File: src/rtl/out_port_lock_ctrl_if.sv
// Handshake bundle between the router input side and one output-port lock controller.
// The master drives requests, flits and credits; the slave returns the lock state.
interface out_port_lock_ctrl_if #(
    parameter int PORT  = 4,
    parameter int PORTW = 2,
    parameter int CW    = 3
);
    logic [PORT:0]  u_req;
    logic [PORT:0]  m_req;
    logic [PORT:0]  multab_ct;
    logic [PORT:0]  flit_vld;
    logic [PORT:0]  flit_tail;
    logic           credit_in;
    logic [PORT:0]  grt;
    logic [PORTW:0] sel;
    logic           flit_send;
    logic           busy;
    logic [CW-1:0]  credit_cnt;
    logic           credit_err;

    modport master (
        output u_req, m_req, multab_ct, flit_vld, flit_tail, credit_in,
        input  grt, sel, flit_send, busy, credit_cnt, credit_err
    );

    modport slave (
        input  u_req, m_req, multab_ct, flit_vld, flit_tail, credit_in,
        output grt, sel, flit_send, busy, credit_cnt, credit_err
    );
endinterface

File: src/rtl/out_port_lock_ctrl.sv
// Wormhole lock for one crossbar output: least-recently-granted arbitration with
// multicast precedence, head-to-tail grant hold and downstream credit metering.
module out_port_lock_ctrl #(
    parameter int PORT    = 4,
    parameter int PORTW   = 2,
    parameter int CREDITS = 4,
    parameter int CW      = 3
) (
    input logic                clk,
    input logic                rst_,
    out_port_lock_ctrl_if.slave bus
);

    typedef enum logic {
        IDLE   = 1'b0,
        LOCKED = 1'b1
    } state_t;

    typedef logic [PORTW:0] port_id_t;

    localparam logic [CW-1:0] CRED_MAX = CW'(CREDITS);
    localparam logic [CW-1:0] CRED_ONE = CW'(1);

    state_t         state_q, state_d;
    logic [PORT:0]  grt_q, grt_d;
    port_id_t       sel_q, sel_d;
    port_id_t       prio_q [PORT+1];
    port_id_t       prio_d [PORT+1];
    port_id_t       prio_rot [PORT+1];
    logic [CW-1:0]  cnt_q, cnt_d;
    logic           err_q, err_d;

    logic [PORT:0]  me;
    logic [PORT:0]  elig;
    logic           found;
    port_id_t       winner;
    logic           send;
    logic           release_lock;

    // Power-up ranking, highest first: PORT, PORT-1, then 0 upwards.
    function automatic port_id_t reset_rank(input int i);
        if (i == 0)      return port_id_t'(PORT);
        else if (i == 1) return port_id_t'(PORT - 1);
        else             return port_id_t'(i - 2);
    endfunction

    // Unmasked multicast requests shut unicast out entirely.
    always_comb begin
        // NOTE: every always_comb output gets a default first so no path infers a latch.
        me     = bus.m_req & ~bus.multab_ct;
        elig   = (me != '0) ? me : bus.u_req;
        found  = 1'b0;
        winner = '0;
        // Walk lowest to highest rank so the highest-ranked eligible input wins.
        for (int i = PORT; i >= 0; i--) begin
            if (elig[prio_q[i]]) begin
                found  = 1'b1;
                winner = prio_q[i];
            end
        end
    end

    assign send         = (state_q == LOCKED) && bus.flit_vld[sel_q] && (cnt_q != '0);
    assign release_lock = send && bus.flit_tail[sel_q];

    // Owner drops to the bottom; everything ranked below it shifts up one place.
    always_comb begin
        logic passed;
        passed = 1'b0;
        for (int i = 0; i < PORT; i++) begin
            if (prio_q[i] == sel_q) passed = 1'b1;
            prio_rot[i] = passed ? prio_q[i+1] : prio_q[i];
        end
        prio_rot[PORT] = sel_q;
    end

    always_comb begin
        state_d = state_q;
        grt_d   = grt_q;
        sel_d   = sel_q;
        prio_d  = prio_q;
        unique case (state_q)
            IDLE: begin
                grt_d = '0;
                if (found) begin
                    state_d       = LOCKED;
                    grt_d[winner] = 1'b1;
                    sel_d         = winner;
                end
            end
            LOCKED: begin
                if (release_lock) begin
                    state_d = IDLE;
                    grt_d   = '0;
                    prio_d  = prio_rot;
                end
            end
            default: state_d = IDLE;
        endcase
    end

    // A return with the counter already full is a downstream protocol error.
    always_comb begin
        cnt_d = cnt_q;
        err_d = err_q;
        unique case ({send, bus.credit_in})
            2'b10: cnt_d = cnt_q - CRED_ONE;
            2'b01: begin
                if (cnt_q == CRED_MAX) err_d = 1'b1;
                else                   cnt_d = cnt_q + CRED_ONE;
            end
            default: ;
        endcase
    end

    // NOTE: state registers use non-blocking assignments so every flop samples pre-edge values.
    always_ff @(posedge clk) begin
        if (!rst_) begin
            state_q <= IDLE;
            grt_q   <= '0;
            sel_q   <= '0;
            cnt_q   <= CRED_MAX;
            err_q   <= 1'b0;
            // NOTE: the priority list is control state, not storage, so it is reset like any flop.
            for (int i = 0; i <= PORT; i++) prio_q[i] <= reset_rank(i);
        end else begin
            state_q <= state_d;
            grt_q   <= grt_d;
            sel_q   <= sel_d;
            cnt_q   <= cnt_d;
            err_q   <= err_d;
            prio_q  <= prio_d;
        end
    end

    assign bus.grt        = grt_q;
    assign bus.sel        = sel_q;
    assign bus.busy       = (state_q == LOCKED);
    assign bus.flit_send  = send;
    assign bus.credit_cnt = cnt_q;
    assign bus.credit_err = err_q;

endmodule

File: src/flat_wrapper.sv
// flat-port wrapper written by rule: the top's interface ports become plain ports
module out_port_lock_ctrl_flat 
#(
    parameter int PORT    = 4,
    parameter int PORTW   = 2,
    parameter int CREDITS = 4,
    parameter int CW      = 3
)
  (clk, rst_, bus_u_req, bus_m_req, bus_multab_ct, bus_flit_vld, bus_flit_tail, bus_credit_in, bus_grt, bus_sel, bus_flit_send, bus_busy, bus_credit_cnt, bus_credit_err);
  out_port_lock_ctrl_if #(.PORT(PORT), .PORTW(PORTW), .CW(CW)) bus_i ();
  input logic clk;
  input logic rst_;
  input wire logic [$bits(bus_i.u_req)-1:0] bus_u_req;
  input wire logic [$bits(bus_i.m_req)-1:0] bus_m_req;
  input wire logic [$bits(bus_i.multab_ct)-1:0] bus_multab_ct;
  input wire logic [$bits(bus_i.flit_vld)-1:0] bus_flit_vld;
  input wire logic [$bits(bus_i.flit_tail)-1:0] bus_flit_tail;
  input wire logic [$bits(bus_i.credit_in)-1:0] bus_credit_in;
  output wire logic [$bits(bus_i.grt)-1:0] bus_grt;
  output wire logic [$bits(bus_i.sel)-1:0] bus_sel;
  output wire logic [$bits(bus_i.flit_send)-1:0] bus_flit_send;
  output wire logic [$bits(bus_i.busy)-1:0] bus_busy;
  output wire logic [$bits(bus_i.credit_cnt)-1:0] bus_credit_cnt;
  output wire logic [$bits(bus_i.credit_err)-1:0] bus_credit_err;
  assign bus_i.u_req = bus_u_req;
  assign bus_i.m_req = bus_m_req;
  assign bus_i.multab_ct = bus_multab_ct;
  assign bus_i.flit_vld = bus_flit_vld;
  assign bus_i.flit_tail = bus_flit_tail;
  assign bus_i.credit_in = bus_credit_in;
  assign bus_grt = bus_i.grt;
  assign bus_sel = bus_i.sel;
  assign bus_flit_send = bus_i.flit_send;
  assign bus_busy = bus_i.busy;
  assign bus_credit_cnt = bus_i.credit_cnt;
  assign bus_credit_err = bus_i.credit_err;
  out_port_lock_ctrl #(.PORT(PORT), .PORTW(PORTW), .CREDITS(CREDITS), .CW(CW)) u_core (.clk(clk), .rst_(rst_), .bus(bus_i));
endmodule
File: config.mk
export PLATFORM = sky130hd
export DESIGN_NAME = out_port_lock_ctrl_flat
export DESIGN_NICKNAME = d
export VERILOG_FILES = /design/src/rtl/out_port_lock_ctrl_if.sv /design/src/rtl/out_port_lock_ctrl.sv /design/src/flat_wrapper.sv
export SDC_FILE = /design/constraint.sdc
export NUM_CORES = 1
export LEC_CHECK = 0
export ABC_AREA = 1
export CORE_AREA = 2 2 93 95
export CTS_CLUSTER_SIZE = 10
export DETAILED_ROUTE_END_ITERATION = 12
export DIE_AREA = 0 0 95 97
export PLACE_DENSITY_LB_ADDON = 0.25
export SYNTH_ARGS = -nofsm -noshare
export SYNTH_HDL_FRONTEND = slang
export SYNTH_SLANG_ARGS = --single-unit
export TNS_END_PERCENT = 10
File: constraint.sdc
create_clock -name clk -period 5.2 [get_ports clk]
set_input_delay 1.04 -clock clk [delete_from_list [all_inputs] [get_ports clk]]
set_output_delay 1.04 -clock clk [all_outputs]
set_load 0.05 [all_outputs]
==> impl_metrics.toml <==
[clock_tree]
clk_path_buf_depth = 2
postCtsHoldBufs = 0
insertion_delay_ns = 0.28
root_buffer = "clkbuf_8"
post_cts_buffers = 0
path_clk_slew_ns = 0.10
cts_max_level = 1
cts_resized = 0
numCtsBuffers = 3
clock-sinks = 28
cts_tree = "yes"

[grt]
gr-total-overflow = 0
grt_first_pass_wirelength_um = 9430
antenna_found_initial = 0
busiest_layer = "met2"
grtUsageMet1 = 0.170
met3_usage = 0.0117
track_usage = 0.127
grt_max_degree = 20
grt_pass1_vias = 1984
use_met2 = 0.217

[critical_path]
crit_type = "in -> out"
crit_required_ns = 4.16
cp-start-kind = "input port"
worstPathArrival_ns = 2.70
r2r_cells = 11
r2r_slack_ns = 2.58
end_kind = "primary output"
r2r-start = "u_core.bus.sel[0]$_SDFFE_PN0P_"
crit_fanout = 4
r2r-end = "u_core.bus.credit_cnt[2]$_SDFFE_PN1P_"

[timing]
timing.hold.ws_ns = 0.470
maxSlewHeadroom = 0.649
skew_ns = 0.000836
finalHoldViolCount = 0
min_period_over_period = 0.720
fin_crit_ns = 3.74
fmaxAchievable_ghz = 0.267
setup_violations = 0
grt_setup_unrepaired = "no"
fin_tns_setup_ns = 0
worst_pin_slew_ns = 0.526
drv_slew = 0

[power_and_ir_drop]
leakage_nw = 1.15
power.density_nw_per_um2 = 414
ir_worst_vdd_uv = 308

[routing]
via_per_inst = 4.61
wl_um = 5560
drt_iter0_markers = 72
wire_per_inst_um = 12.4
drc = 0
drtAntennaViolNets = 0
vias = 2060
dr.pass1.iters = 4

[min_path]
hold_depth = 2
hold_class = "reg -> reg"
min-delay-start = "u_core.bus.grt[2]$_SDFFE_PN0P_"
hold_end = "u_core.bus.grt[2]$_SDFFE_PN0P_"

[synthesis]
yosysUniqueCellTypes = 39
syn-num-nets = 329
syn-instance-count = 300
ys_warn_count = 0
synth_area_um2 = 2020
avgSynthCellArea_um2 = 6.74
ys_ff_latch = 28
synth-seq-area-share = 0.277

[die]
std_cell_rows = 33
die_x_um = 95
die_height_um = 97
core_area_um2 = 8130
start_util = 0.249
die-area_um2 = 9220
ios = 42

[placed_design]
io_buffers = 41
hpwl_um = 4450
gp_congestion = 0.784

[final_layout]
syn_to_final_growth_pct = 28.9
multiInputGateArea_um2 = 1270
nFillCells = 891
finalNetCount = 372
post-route-util = 0.320
n_antenna_cell = 0
drive_gt1_frac = 0.167
regArea_um2 = 561

[job]
drv_cap = 0

[status]
status = "completed"
-- cell families after synthesis --
logic type	synth area share
AND/OR/NAND/NOR	0.370
AO/OA/AOI/OAI	0.225
buffers and inverters	0.0965
flip-flops	0.277
XOR/XNOR	0.0217
adder cells (fa/ha/maj)	0.00990
-- report_power, final --
part	total [mW]	switching (mW)	internal (mW)
registers	0.337	0.0722	0.265
logic	0.600	0.388	0.212
clock network	0.143	0.0747	0.0681
-- Yosys cell counts, drive strengths merged --
cell type	count	area (um^2)
dfxtp	28	561
nand4	2	12.5
nor4	2	18.8
a31oi	2	12.5
nand2	74	353
a32o	1	10.0
o21a	3	23.8
o22ai	5	31.3
a221oi	1	8.76
a211oi	1	7.51
clkinv	1	3.75
nand3	34	220
inv	45	171
xor2	5	43.8
o21ai	27	143
or3	1	6.26
buf	4	20.0
a21oi	29	168
nor3	5	25.0
o21bai	1	11.3
fa	1	20.0
o221ai	1	8.76
a21o	2	15.0
o211ai	2	15.0
nor2	23	113
-- cell type report --
cell class,count,share of cell area
clock buffer,4,0.0211
inverter,46,0.0672
multi-input combinational,222,0.486
sequential,28,0.215
tap,105,0.0504
timing repair buffer,42,0.160
-- cells in the final DEF (no fill, tap or decap), types with 3 or more instances in the layout --
cell type,netlist,layout
nand2_4,6,6
inv_1,33,33
nor2_1,20,20
nand3_2,10,10
dfxtp_1,28,28
xor2_1,5,5
nand2_2,12,12
o22ai_1,5,5
clkbuf_8,0,4
o21ai_0,21,21
o21ai_1,4,4
nand3_1,24,24
a21oi_1,25,25
inv_2,11,11
a21oi_2,3,3
nand2_1,56,56
clkdlybuf4s50_1,0,41
nor3_1,5,5
-- how the worst max path moves through the flow --
stage | cells after the start | from | slack (ns) | to
CTS | 6 | bus_flit_vld[2] | 1.44 | bus_flit_send
finish | 6 | bus_flit_vld[2] | 1.46 | bus_flit_send
floorplan | 10 | bus_flit_vld[1] | 2.50 | u_core.bus.credit_cnt[2]$_SDFFE_PN1P_
global placement | 6 | bus_flit_vld[2] | 1.45 | bus_flit_send
detailed placement | 6 | bus_flit_vld[2] | 1.44 | bus_flit_send
global route | 6 | bus_flit_vld[4] | 1.37 | bus_flit_send
-- per-layer routing --
metal | up-vias | share of wire
met1 | 929 | 0.48
met2 | 39 | 0.48
met3 | 5 | 0.026
li1 | 1087 | -
met5 | - | 0
met4 | 0 | 0.011
-- critical path, stage by stage --
cell and delay (ns):
clkdlybuf4s50_1 0.45, o21ai_0 0.06, o22ai_1 0.17, o21ai_1 0.08, inv_2 0.09, clkdlybuf4s50_1 0.80
-- flip-flops by register name, indices dropped and copies added (netlist names) --
signal	count
u_core.bus.busy	1
u_core.bus.grt	5
u_core.bus.sel	3
u_core.bus.credit_cnt	3
u_core.prio_q	15
u_core.bus.credit_err	1
-- metrics by stage --
stage,cells,instance area [um^2],setup slack [ns],power [mW]
after floorplan,300,2020,2.50,0.768
after global placement,443,2550,1.45,0.942
after detailed placement,443,2550,1.44,0.947
after CTS,447,2610,1.44,1.09
after global routing,447,2610,1.37,1.17
final,447,2610,1.46,1.08
No activity file was read; power rests on OpenSTA's default activity.
